--- src/rtl/mc_pkg.sv ---
// mc_pkg: shared definitions for the RV32I multi-cycle sequencer.
//   - opcode constants for the four supported instruction classes
//   - alu_op encodings driven towards the ALU control
//   - state_t, the sequencer state encoding (also exported on the debug port)
//   - branch_taken(), the BEQ/BNE resolution rule
package mc_pkg;

   localparam logic [6:0] OP_BRANCH = 7'b1100011;
   localparam logic [6:0] OP_STORE  = 7'b0100011;
   localparam logic [6:0] OP_RTYPE  = 7'b0110011;
   localparam logic [6:0] OP_LOAD   = 7'b0000011;

   localparam logic [1:0] ALU_ADD  = 2'b00;
   localparam logic [1:0] ALU_SUB  = 2'b01;
   localparam logic [1:0] ALU_FUNC = 2'b10;

   typedef enum logic [3:0] {
      IDLE   = 4'd0,
      FETCH  = 4'd1,
      DECODE = 4'd2,
      EXEC_R = 4'd3,
      WB_R   = 4'd4,
      ADDR   = 4'd5,
      MEM_RD = 4'd6,
      MEM_WR = 4'd7,
      WB_LD  = 4'd8,
      BRANCH = 4'd9
   } state_t;

   // BEQ (funct3=000) and BNE (funct3=001) only; any other funct3 never branches.
   function automatic logic branch_taken(input logic [2:0] funct3, input logic zero);
      return ((funct3 == 3'b000) && zero) || ((funct3 == 3'b001) && !zero);
   endfunction

endpackage

--- src/rtl/mc_mem_timer.sv ---
// mc_mem_timer: wait counter for outstanding memory requests.
// Ports:
//   clk, rst_n  clock, asynchronous active-low reset (counter clears to 0)
//   clr         restart the count (new request state entered, or abort)
//   active      a memory request is outstanding this cycle
//   ready       memory completes the request this cycle
//   expired     request has waited TIMEOUT cycles and memory is still not ready
// Parameters: TIMEOUT (0 disables expiry), CNT_W (2**CNT_W > TIMEOUT).
module mc_mem_timer #(
   parameter int TIMEOUT = 16,
   parameter int CNT_W   = 5
) (
   input  logic clk,
   input  logic rst_n,
   input  logic clr,
   input  logic active,
   input  logic ready,
   output logic expired
);

   logic [CNT_W-1:0] cnt_q;
   logic [CNT_W-1:0] cnt_d;

   always_comb begin
      cnt_d = cnt_q;
      if (clr || ready) begin
         cnt_d = '0;
      end else if (active) begin
         cnt_d = cnt_q + 1'b1;
      end
   end

   always_ff @(posedge clk or negedge rst_n) begin
      if (!rst_n) begin
         cnt_q <= '0;
      end else begin
         cnt_q <= cnt_d;
      end
   end

   // cnt_q counts the waiting cycles already spent, so expiry fires on the
   // cycle after TIMEOUT waiting cycles; a ready in that cycle still wins.
   assign expired = (TIMEOUT != 0) && active && !ready && (cnt_q == CNT_W'(TIMEOUT));

endmodule

--- src/rtl/mc_seq_ctrl.sv ---
// mc_seq_ctrl: multi-cycle sequencer for the RV32I datapath.
// Steps each instruction through FETCH/DECODE/execute/memory/writeback and
// decodes the datapath enables from the current state.
// Ports:
//   clk, rst_n       clock, asynchronous active-low reset (state -> IDLE)
//   inst, zero       instruction register contents, ALU zero flag
//   mem_ready        memory completes the current request
//   mem_req, mem_we  memory request and its write qualifier
//   ir_write, pc_write, pc_src, reg_write, mem_to_reg, alu_src_b, alu_op
//                    datapath controls
//   illegal, bus_err one-cycle pulses: unsupported opcode, memory timeout
//   state            current state, for debug
//   retired          (only with MC_SEQ_PERF_CNT_EN) completed-instruction count
// Optional feature macro: MC_SEQ_PERF_CNT_EN.
module mc_seq_ctrl
   import mc_pkg::*;
#(
   parameter int TIMEOUT = 16,
   parameter int CNT_W   = 5
) (
   input  logic        clk,
   input  logic        rst_n,
   input  logic [31:0] inst,
   input  logic        zero,
   input  logic        mem_ready,
   output logic        mem_req,
   output logic        mem_we,
   output logic        ir_write,
   output logic        pc_write,
   output logic        pc_src,
   output logic        reg_write,
   output logic        mem_to_reg,
   output logic        alu_src_b,
   output logic [1:0]  alu_op,
   output logic        illegal,
   output logic        bus_err,
   output logic [3:0]  state
`ifdef MC_SEQ_PERF_CNT_EN
   ,
   output logic [31:0] retired
`endif
);

   state_t     state_q;
   state_t     state_d;
   logic [6:0] opcode;
   logic [2:0] funct3;
   logic       inst_unused;
   logic       timer_active;
   logic       timer_clr;
   logic       expired;

   assign opcode      = inst[6:0];
   assign funct3      = inst[14:12];
   assign inst_unused = ^{inst[31:15], inst[11:7]};

   // Derived from state_q alone so the timer never sees a combinational
   // path back through the next-state logic.
   assign timer_active = (state_q == FETCH) || (state_q == MEM_RD) || (state_q == MEM_WR);
   // Any state change (or a timeout re-entering FETCH) restarts the count.
   assign timer_clr    = (state_d != state_q) || expired;

   mc_mem_timer #(
      .TIMEOUT (TIMEOUT),
      .CNT_W   (CNT_W)
   ) u_mem_timer (
      .clk     (clk),
      .rst_n   (rst_n),
      .clr     (timer_clr),
      .active  (timer_active),
      .ready   (mem_ready),
      .expired (expired)
   );

   always_ff @(posedge clk or negedge rst_n) begin
      if (!rst_n) begin
         state_q <= IDLE;
      end else begin
         state_q <= state_d;
      end
   end

   always_comb begin
      state_d    = state_q;
      mem_req    = 1'b0;
      mem_we     = 1'b0;
      ir_write   = 1'b0;
      pc_write   = 1'b0;
      pc_src     = 1'b0;
      reg_write  = 1'b0;
      mem_to_reg = 1'b0;
      alu_src_b  = 1'b0;
      alu_op     = ALU_ADD;
      illegal    = 1'b0;
      bus_err    = 1'b0;
      case (state_q)
         IDLE: state_d = FETCH;
         FETCH: begin
            mem_req = 1'b1;
            if (mem_ready) begin
               ir_write = 1'b1;
               pc_write = 1'b1;
               state_d  = DECODE;
            end else if (expired) begin
               bus_err = 1'b1;
               state_d = FETCH;
            end
         end
         DECODE: begin
            case (opcode)
               OP_RTYPE:          state_d = EXEC_R;
               OP_LOAD, OP_STORE: state_d = ADDR;
               OP_BRANCH:         state_d = BRANCH;
               default: begin
                  illegal = 1'b1;
                  state_d = FETCH;
               end
            endcase
         end
         EXEC_R: begin
            alu_op  = ALU_FUNC;
            state_d = WB_R;
         end
         WB_R: begin
            reg_write = 1'b1;
            state_d   = FETCH;
         end
         ADDR: begin
            alu_src_b = 1'b1;
            // inst is stable here since ir_write stays low after FETCH.
            if (opcode == OP_LOAD) begin
               state_d = MEM_RD;
            end else if (opcode == OP_STORE) begin
               state_d = MEM_WR;
            end else begin
               state_d = FETCH;
            end
         end
         MEM_RD: begin
            mem_req = 1'b1;
            if (mem_ready) begin
               state_d = WB_LD;
            end else if (expired) begin
               bus_err = 1'b1;
               state_d = FETCH;
            end
         end
         MEM_WR: begin
            mem_req = 1'b1;
            mem_we  = 1'b1;
            if (mem_ready) begin
               state_d = FETCH;
            end else if (expired) begin
               bus_err = 1'b1;
               state_d = FETCH;
            end
         end
         WB_LD: begin
            reg_write  = 1'b1;
            mem_to_reg = 1'b1;
            state_d    = FETCH;
         end
         BRANCH: begin
            alu_op   = ALU_SUB;
            pc_src   = 1'b1;
            pc_write = branch_taken(funct3, zero);
            state_d  = FETCH;
         end
         default: state_d = IDLE;
      endcase
   end

   assign state = state_q;

`ifdef MC_SEQ_PERF_CNT_EN
   logic        retire;
   logic [31:0] retired_q;
   logic [31:0] retired_d;

   // Only normal completions count; illegal and timeout exits are excluded.
   always_comb begin
      retire    = (state_q == WB_R) || (state_q == WB_LD) || (state_q == BRANCH) ||
                  ((state_q == MEM_WR) && mem_ready);
      retired_d = retired_q;
      if (retire) begin
         retired_d = retired_q + 32'd1;
      end
   end

   always_ff @(posedge clk or negedge rst_n) begin
      if (!rst_n) begin
         retired_q <= '0;
      end else begin
         retired_q <= retired_d;
      end
   end

   assign retired = retired_q;
`endif

endmodule

--- config.mk ---
export PLATFORM = sky130hd
export DESIGN_NAME = mc_seq_ctrl
export DESIGN_NICKNAME = d
export VERILOG_FILES = /design/src/rtl/mc_pkg.sv /design/src/rtl/mc_mem_timer.sv /design/src/rtl/mc_seq_ctrl.sv
export SDC_FILE = /design/constraint.sdc
export NUM_CORES = 1
export LEC_CHECK = 0
export BUFFER_PORTS_ARGS = -buffer_cell sky130_fd_sc_hd__buf_2
export CAP_MARGIN = 20
export CORE_MARGIN = 3
export CORE_UTILIZATION = 42
export DETAILED_ROUTE_END_ITERATION = 16
export PLACE_DENSITY = 0.79
export SLEW_MARGIN = 20
export SYNTH_ARGS = -nofsm -noshare
export SYNTH_HDL_FRONTEND = slang
export SYNTH_SLANG_ARGS = --single-unit
--- constraint.sdc ---
create_clock -name clk -period 2.3 [get_ports clk]
set_clock_uncertainty 0.05 [all_clocks]
set_input_delay 0.23 -clock clk [delete_from_list [all_inputs] [get_ports clk]]
set_output_delay 0.23 -clock clk [all_outputs]
set_load 0.05 [all_outputs]
; ---- After elaboration in Yosys (flattened, before gate mapping)
; Index checks and enable logic that the tools add are counted.
; Widths: inputs -> output; s select.
[word_totals]
register_bits = 9
inputBits = 36
[op_classes]
n_addsub = 1
n_eq_ne = 16
n_mux = 25
reduce_logical = 19
[op_table]
columns = cell, count
row1 = $pmux 4 s7, 1
row2 = $eq 4x3->1 const B, 4
row3 = $mux 4, 4
row4 = $eq 7x6->1 const B, 2
row5 = $mux 1, 13
row6 = $pmux 4 s3, 1
row7 = $mux 5, 2
row8 = $eq 4x2->1 const B, 2
row9 = $eq 4x4->1 const B, 2
row10 = $reduce_or 4->1, 2
row11 = $eq 7x2->1 const B, 1
row12 = $eq 7x7->1 const B, 1
row13 = $mux 3, 2
row14 = $add 5x1->5 const B, 1
row15 = $eq 5x5->1 const B, 1
row16 = $logic_or 1x1->1, 5
row17 = $eq 4x1->1 const B, 1
row18 = $logic_and 1x1->1, 4
row19 = $logic_not 4->1, 1
row20 = $ne 4x4->1, 1
row21 = $pmux 2 s2, 1
row22 = $reduce_or 2->1, 2
row23 = $eq 3x1->1 const B, 1
row24 = $logic_not 3->1, 1
row25 = 4 further kinds, 5

; ---- Longest topological paths before layout
; Gate-level depths: netlist of run 1.
[logic_depth]
depth_word = 12
mapped_depth = 7
depth_no_buf = 7

; ---- Cells and area by module
; Synthesis of run 1 repeated with hierarchy kept, for this count alone.
[hier_totals]
cells_unflattened = 98
hier_area_um2 = 879.6
[modules_own_cells]
columns = module, n_inst, cells_per_inst, area_per_inst_um2
row1 = mc_seq_ctrl, 1, 70, 578.1
row2 = mc_mem_timer, 1, 28, 301.5

; ---- Worst setup path before layout of run 1
; Ideal clock, no wire load.
[synth_path]
kind = reg-to-output
startpoint = register state_q[3] (netlist: state[3])
endpoint = output bus_err
t_arrival_ps = 2719
required_time_ps = 2020
slack_ps = -699
stages_incl_launch_ff = 5
path_buffers = 1
path_cell_list = dfrtp_1 buf_2 o31ai_2 nand2_1 nor2_1
[synth_via]
elab_chain_cells = 8
elab_cells_between_ends = 11
classes_between = 3 x eq/ne / 3 x mux / 5 x reduce/logical
[synth_lines]
columns = item, line_no
row1 = from (decl), mc_seq_ctrl.sv:44  ; state_t state_q;
row2 = from (signal assigned), mc_seq_ctrl.sv:79  ; state_q <= state_d;
row3 = $eq 4x1->1 / $eq 4x3->1 (equally long branches), "mc_seq_ctrl.sv:59, mc_seq_ctrl.sv:96"
row4 = $logic_or 1x1->1 (2 in series), mc_seq_ctrl.sv:59  ; assign timer_active = (state_q == FETCH) || (state_q == MEM_RD) || (state_q == MEM_WR);
row5 = $logic_and 1x1->1 (2 in series), mc_mem_timer.sv:43  ; assign expired = (TIMEOUT != 0) && active && !ready && (cnt_q == CNT_W'(TIMEOUT));
row6 = $mux 1, "mc_seq_ctrl.sv:104, mc_seq_ctrl.sv:143, mc_seq_ctrl.sv:153"
row7 = $mux 1, mc_seq_ctrl.sv:100  ; if (mem_ready) begin
row8 = $mux 1 (*), -
row9 = to (decl), mc_seq_ctrl.sv:36  ; output logic bus_err,
; Mark *: on every way between the ends. The rest lies on a longest branch, timed or not.

; ---- Worst setup path in the final report of run 1
[layout_path]
startpoint = register u_mem_timer.cnt_q[0]
endpoint = register u_mem_timer.cnt_q[3]
[layout_via]
elab_chain_cells = 9
elab_cells_between_ends = 14
classes_between = 1 x add/sub / 2 x eq/ne / 7 x mux / 4 x reduce/logical
[layout_lines]
columns = item, line_no
row1 = from (decl), mc_mem_timer.sv:21  ; logic [CNT_W-1:0] cnt_q;
row2 = from (signal assigned), mc_mem_timer.sv:37  ; cnt_q <= cnt_d;
row3 = $eq 5x5->1, mc_mem_timer.sv:43
row4 = $logic_and 1x1->1, mc_mem_timer.sv:43
row5 = $mux 4, "mc_seq_ctrl.sv:104, mc_seq_ctrl.sv:143, mc_seq_ctrl.sv:153"
row6 = $mux 4 (on tied branches), "mc_seq_ctrl.sv:151, mc_seq_ctrl.sv:100, mc_seq_ctrl.sv:141"
row7 = $pmux 4 s7, mc_seq_ctrl.sv:96  ; case (state_q)
row8 = $ne 4x4->1, mc_seq_ctrl.sv:61  ; assign timer_clr = (state_d != state_q) || expired;
row9 = $logic_or 1x1->1, mc_seq_ctrl.sv:61
row10 = $logic_or 1x1->1, mc_mem_timer.sv:26  ; if (clr || ready) begin
row11 = $mux 5 / $reduce_bool 2->1 (equally long branches), -
; Several ways; a longest one is shown, not always the timed one. The select of a mux whose other input is x is not followed.
; A chain may end at the register's enable or synchronous reset.

==> results.md, run 1 <==
- CP Class: reg2reg
- Startpoint of the worst hold path: mem_ready
- Cell class contributing the biggest share of worst-path delay: simple AND/OR/NAND/NOR gates
- M1 WL: 963 µm
- Worst EP arrival: 2.17 ns
- Gpl congestion: 0.876
- CP Capture Type: flop
- Nets: 174
- TritonCTS Buffers: 3
- Clock tree sinks: 9
- Critical path peak fanout: 5
- Slew @ Worst Pin: 0.468 ns
- Reg2reg start: u_mem_timer.cnt_q[0]
- Rows: 15
- Crit-path max cell delay: 0.42 ns
- HPWL Detailed: 1830 µm
- Clk root buf: clkbuf_4
- Vias per std cell: 5.98
- Bufs and invs on worst path: 1
- Static Leak: 0.485 nW
- Hold Violations, Final: 0
- Final period utilization: 0.901
- CP Launch Point: u_mem_timer.cnt_q[0]
- Biggest area contributors in the synthesized netlist: dfrtp_1, a211oi_1, nor3_1, nand4_1, nand2_1
- # H-tree levels: 1
- CTS tree: built
- Status: completed
- CP startpoint kind: flop
- Max Used Layer: met4
- Met3 WL: 220 µm
- RSZ-0062 raised after global routing: false
- First-pass GRT wire length: 3850 µm
- Number of flops mapped to enable cells by yosys: 0
- Area of the mapped netlist: 841 µm²
- TNS Setup: 0 ns
- Clock tree buffer depth: 2
- Syn nets: 139
- Initial Util: 0.467
- Routed WL: 2300 µm
- CP max stage cell: dfrtp_1
- Crit path required time: 2.40 ns
- DR WL/cell: 14.4 µm
- Largest net degree at the start of global routing: 14
- Asr flop ratio synth: 1.00
- Vias in the first global route: 880
- Fin crit period: 2.07 ns
- Initial DRC count: 43
- Min Hold Slack: 0.243 ns
- DR vias: 956
- Avg Inst Size Synth: 8.32 µm²
- Synth Instances: 101
- Area Growth Syn to Fin: 28.0%
- PD cells: 1250 nW/µm²
- Primary FF master, synth: dfrtp_1
- Die height: 50.7 µm
- Routed Antenna Nets: 0
- Synth Register Bits: 9
- Total GRT Usage: 0.191
- Slew margin rel.: 0.688
- Min-delay worst type: in2reg
- Worst vdd ir: 0.751 mV
- Layout cells sized above 1: 0.348
- Initial antenna violation count: 0
- Core area: 1800 µm²
- Number of setup buffers added after CTS: 0
- Worst skew pair latency: 0.26 ns
- Slew Viols, Final: 0
- Setup WS pre-CTS: 0.270 ns
- Seq/Total Area, Yosys: 0.268
- Antenna diode count: 0
- Yosys top cell area share: 0.268
- Final setup viols: 0
- DRC errors left: 0
- Netlist cell types: 40
- Clock transition at the registers of the reported paths: 0.06 ns
- Die extent in x: 50.7 µm
- # IOs: 52
- Yosys warns: 0
- Total grt overflow: 0
- Fmax achieved: 0.483 GHz
- Metal2 WL: 1100 µm
- Reg2reg setup slack: 0.23 ns
- Post-synth top cells: dfrtp_1, nand2_1, nor2_1
- Worst Setup Slack, final: 0.227 ns
- Total Die Area: 2570 µm²
- Largest area contributor in the netlist: dfrtp_1
- Input/output buffers: 29
- First-pass DRT Iterations: 4
- Max-Cap Viols: 0
- Crit-path cells: inv_1 -> ha_1 -> nand4bb_1 -> nor4_1 -> or3_1 -> o221ai_1 -> a211oi_1
[logic make-up after synthesis]
| group | after synthesis | synth area share |
|---|---|---|
| AND/OR/NAND/NOR | 52 | 0.366 |
| XOR/XNOR | 5 | 0.0521 |
| multiplexers | 2 | 0.0253 |
| adder cells (fa/ha/maj) | 3 | 0.0417 |
| buffers and inverters | 10 | 0.0610 |
| flip-flops | 9 | 0.268 |
| AO/OA/AOI/OAI | 20 | 0.186 |
[path summary, 6_finish.rpt]
kind                       cells after the start                    to
min in group asynchronous                      2              state[0]
max in group asynchronous                      2              state[1]
setup reg to reg                               7  u_mem_timer.cnt_q[3]
hold / removal                                 3              state[3]
setup / recovery                               7  u_mem_timer.cnt_q[3]
hold reg to reg                                2  u_mem_timer.cnt_q[4]
[cell type report]
type | instances | area (µm²)
clock buffers | 4 | 26.3
fillers | 164 | 726
inverters | 5 | 18.8
multi-input cells | 82 | 581
flip-flops and latches | 9 | 226
well taps | 25 | 31.3
repair buffers | 35 | 193
[metrics by stage]
stage	instance area (µm²)	power (mW)	instances	utilization
final	1080	1.34	160	0.597
after global routing	1080	1.43	160	0.597
after floorplan	857	0.995	101	-
after detailed placement	1040	1.21	155	0.576
after global placement	1040	1.18	155	0.576
after CTS	1070	1.34	160	0.597
[per-layer routing]
layer / up-vias / global-route usage
li1: 451 / -
met1: 447 / 0.261
met5: - / 0
met4: 0 / 0.0448
met3: 2 / 0.0297
met2: 56 / 0.313
[sequential cells by signal (all words and copies together), names as in the netlist]
register	cells
state	4
u_mem_timer.cnt_q	5
[layout by cell type (no fill, tap or decap), types with 4 or more instances in the layout]
master,netlist,routed
buf_4,3,5
nor2_1,9,8
nor3_1,8,8
nand4_1,6,6
a211oi_1,6,5
nand2_1,9,9
dfrtp_1,9,8
inv_1,4,4
buf_2,2,29
[timing repair]
action,in CTS,in global routing
hold endpoints to repair,9,0
setup endpoints to repair,0,1
gates resized for setup,0,1
hold buffers,1,0
[power breakdown]
part	leakage [nW]	switching (mW)	internal, mW	total, mW
Clock	0.0150	0.0520	0.0667	0.119
Sequential	0.119	0.0793	0.193	0.272
Combinational	0.351	0.635	0.315	0.951
Total	0.485	0.767	0.575	1.34
[tightest hold or removal path, cell delays in order]
cell and delay [ns]:
buf_2 0.14, nand2_1 0.07, a21oi_1 0.07
No activity file was read; power rests on OpenSTA's default activity.
==> run 2, diff against run 1 <==
ABC_AREA = 1   (was default)
CORE_UTILIZATION = 41   (was 42)
PLACE_DENSITY = 0.78   (was 0.79)
SETUP_SLACK_MARGIN = 0.4   (was default)
SYNTH_HIERARCHICAL = 1   (was default)
==> run 2 against run 1 <==
  * Core utilization up 13 points
  * Sequential cell count unchanged
  * Area after synthesis down 5.7%
  * Sequential share of layout area down 3.3 points
  * Fmax down 7.5%
  * Non-clock buffer count up 16
  * First-iteration DRC count down 14%
  * Die area down 3.0%
  * Register-to-register slack worse by 0.13 ns
  * Clock-buffer cell count unchanged
  * Routed wire length up 18%
  * Largest cell class unchanged
  * Largest power group unchanged
==> results.md, run 2 <==
- Commonest non-fill, non-tap cell in the layout: nand2_1
- Vias in the first global route: 1017 (+16%)
- Biggest area contributors in the synthesized netlist: dfrtp_1, nand2_1, nor2_1, inv_1, nor2_2
- Mux cell area share after synthesis: 0 (-0.0253)
- Fin crit period: 2.24 ns (+0.168 ns)
- CP Launch Point: state[0]
- TNS Setup: 0 ns (unchanged)
- Asr flop ratio synth: 1.00 (unchanged)
- Reg2reg start: state[0]
- Max Used Layer: met4
- Static Leak: 0.682 nW (+41%)
- Min Hold Slack: 0.260 ns (+0.0172 ns)
- Layout cells sized above 1: 0.503 (+0.155)
- Antenna diode count: 0 (unchanged)
- Yosys top cell area share: 0.284 (+0.0161)
- # IOs: 52 (unchanged)
- Largest area contributor in the netlist: dfrtp_1
- M1 WL: 1110 µm (+15%)
- Synth Instances: 128 (+27%)
- Worst skew pair latency: 0.26 ns (about the same)
- Total grt overflow: 0 (unchanged)
- Routed WL: 2710 µm (+18%)
- Input/output buffers: 29 (unchanged)
- PD cells: 1220 nW/µm² (-2.0%)
- CTS tree: built
- Seq/Total Area, Yosys: 0.284 (+0.0161)
- Syn nets: 166 (+19%)
- Status: completed
- Clock transition at the registers of the reported paths: 0.06 ns (about the same)
- Avg Inst Size Synth: 6.20 µm² (-26%)
- CP Capture Type: output pin
- Area of the mapped netlist: 793 µm² (-5.7%)
- Yosys warns: 6 (+6)
- Routed Antenna Nets: 0 (unchanged)
- Slew Viols, Final: 0 (unchanged)
- Placed instance count: 192 (+24%)
- Worst vdd ir: 0.560 mV (-25%)
- Max FFs per register: 5 (unchanged)
- DR WL/cell: 13.0 µm (-9.5%)
- Startpoint of the worst hold path: inst[6]
- Metal2 WL: 1350 µm (+22%)
- Post-synthesis simple-gate area fraction: 0.476 (+0.110)
- Final period utilization: 0.974 (+0.0731)
- Fmax achieved: 0.446 GHz (-7.5%)
- Post-Synth Adder-Cell Area: 0.0315 (-0.0101)
- Rows: 15 (unchanged)
- # H-tree levels: 1 (unchanged)
- Fin cells: 208 (+30%)
- TritonCTS Buffers: 3 (unchanged)
- Min-delay worst type: in2reg
- Gpl congestion: 0.898 (+2.6%)
- Post-synthesis compound-gate area fraction: 0.0883 (-0.0977)
- Met3 WL: 149 µm (-32%)
- First-pass GRT wire length: 4200 µm (+9.0%)
- Core area: 1780 µm² (-1.0%)
- Slew @ Worst Pin: 0.251 ns (-0.217 ns)
- Final setup viols: 0 (unchanged)
- DR vias: 1081 (+13%)
- Netlist cell types: 22 (-45%)
- Total Die Area: 2500 µm² (-3.0%)
- Initial antenna violation count: 0 (unchanged)
- Main combinational cell family by area after synthesis: simple AND/OR/NAND/NOR gates
- First-pass DRT Iterations: 4 (unchanged)
- Initial DRC count: 37 (-14%)
- Vias per std cell: 5.20 (-13%)
- CP Class: reg2out
- Clock tree buffer depth: 2 (unchanged)
- Critical path peak fanout: 5 (unchanged)
- DRC errors left: 0 (unchanged)
- Max-Cap Viols: 0 (unchanged)
- Total GRT Usage: 0.210 (+0.0193)
- Post-synth top cells: nand2_1, nor2_1, inv_1
- Most flops, register: u_mem_timer/cnt_q
- CP startpoint kind: flop
- Area Growth Syn to Fin: 63.2%
- Synth Register Bits: 9 (unchanged)
- HPWL Detailed: 1780 µm (-2.9%)
- Die extent in x: 50.0 µm (-1.5%)
- Hold Violations, Final: 0 (unchanged)
- Clock tree sinks: 9 (unchanged)
- Count leader, synth: nand2_1
- Xor/xnor cell area share of the yosys netlist: 0.0110 (-0.0410)
- Number of flops mapped to enable cells by yosys: 0 (unchanged)
- Slew margin rel.: 0.834 (+0.146)
- Crit path required time: 2.02 ns (-0.38 ns)
- Primary FF master, synth: dfrtp_1
- Initial Util: 0.445 (-0.0218)
- Nets: 222 (+28%)
- RSZ-0062 raised after global routing: true
- Most frequent cells in the layout: nand2_1, buf_2, buf_4
- Clk root buf: clkbuf_4
- Die height: 50.0 µm (-1.5%)
- Largest net degree at the start of global routing: 10 (-4)
- Final Util: 0.726 (+0.129)
- Worst EP arrival: 1.96 ns (-0.21 ns)
-- run 2: changes by cell type in the layout (fill, tap and decap cells not counted), moves of 4 or more --
cell | previous run | this run
buf_6 | 0 | 4
nand2_2 | 0 | 4
nor2_4 | 0 | 6
nor2_2 | 1 | 5
a211oi_1 | 5 | 0
buf_2 | 29 | 25
nor3_1 | 8 | 3
buf_4 | 5 | 19
inv_2 | 1 | 8
nand2_1 | 9 | 30
inv_1 | 4 | 14
nor2_1 | 8 | 17
-- run 2: path summary, 6_finish.rpt --
kind,end,slack (ns),cells after the start
setup reg to reg,u_mem_timer/cnt_q[2],0.10,18
hold reg to reg,u_mem_timer/cnt_q[2],0.54,2
hold / removal,state[3],0.26,3
setup / recovery,bus_err,0.06,13
min in group asynchronous,u_mem_timer/cnt_q[4],0.32,2
max in group asynchronous,state[0],1.69,2
-- run 2: cells by family (layout without fill, tap and decap cells) --
kind of cell	count (synthesis)	count (layout)
buffers and inverters	23	78
adder cells (fa/ha/maj)	2	2
XOR/XNOR	1	1
AND/OR/NAND/NOR	81	81
AO/OA/AOI/OAI	12	12
flip-flops	9	9
-- run 2: area by class of cell --
type	count	area, µm²
multi-input cells	96	573
fillers	129	488
repair buffers	51	345
flip-flops and latches	9	230
inverters	23	88.8
well taps	25	31.3
clock buffers	4	26.3
-- run 2: metal layers --
layer	up-vias	global-route usage
li1	519	-
met1	501	0.256
met2	46	0.357
met3	15	0.0272
met4	0	0.106
met5	-	0
-- run 2: report_power, final --
| part | internal (mW) | switching, mW | leakage (nW) |
|---|---|---|---|
| sequential | 0.201 | 0.0675 | 0.116 |
| clock | 0.0671 | 0.0587 | 0.0150 |
| combinational | 0.411 | 0.778 | 0.551 |
| total | 0.679 | 0.904 | 0.682 |
-- run 2: stage by stage --
stage,setup slack (ns),area [µm²],power [mW]
after global placement,0.0973,1110,1.27
after detailed placement,0.0606,1110,1.29
final,0.0592,1290,1.58
after CTS,0.0880,1220,1.48
after global routing,-0.0430,1290,1.68
after floorplan,0.0182,856,1.00
-- run 2: worst max-delay path: stages, from the launching register on --
cell and delay (ns):
dfrtp_2 0.43, inv_4 0.06, nor2_4 0.10, nand2_2 0.07, inv_2 0.07, nor2_4 0.04, inv_2 0.04, nand4_1 0.11
nor3_2 0.16, inv_2 0.09, buf_6 0.13, buf_6 0.10, nor3_4 0.11, buf_6 0.18
-- run 2: timing repair --
| item | in CTS | in global routing |
|---|---|---|
| endpoints found under the hold margin | 9 | 0 |
| cloned | 0 | 0 |
| hold buffers | 1 | 0 |
| setup endpoints to repair | 6 | 11 |
| setup buffers | 7 | 4 |
| resized for setup | 6 | 16 |
| pin swaps | 5 | 7 |
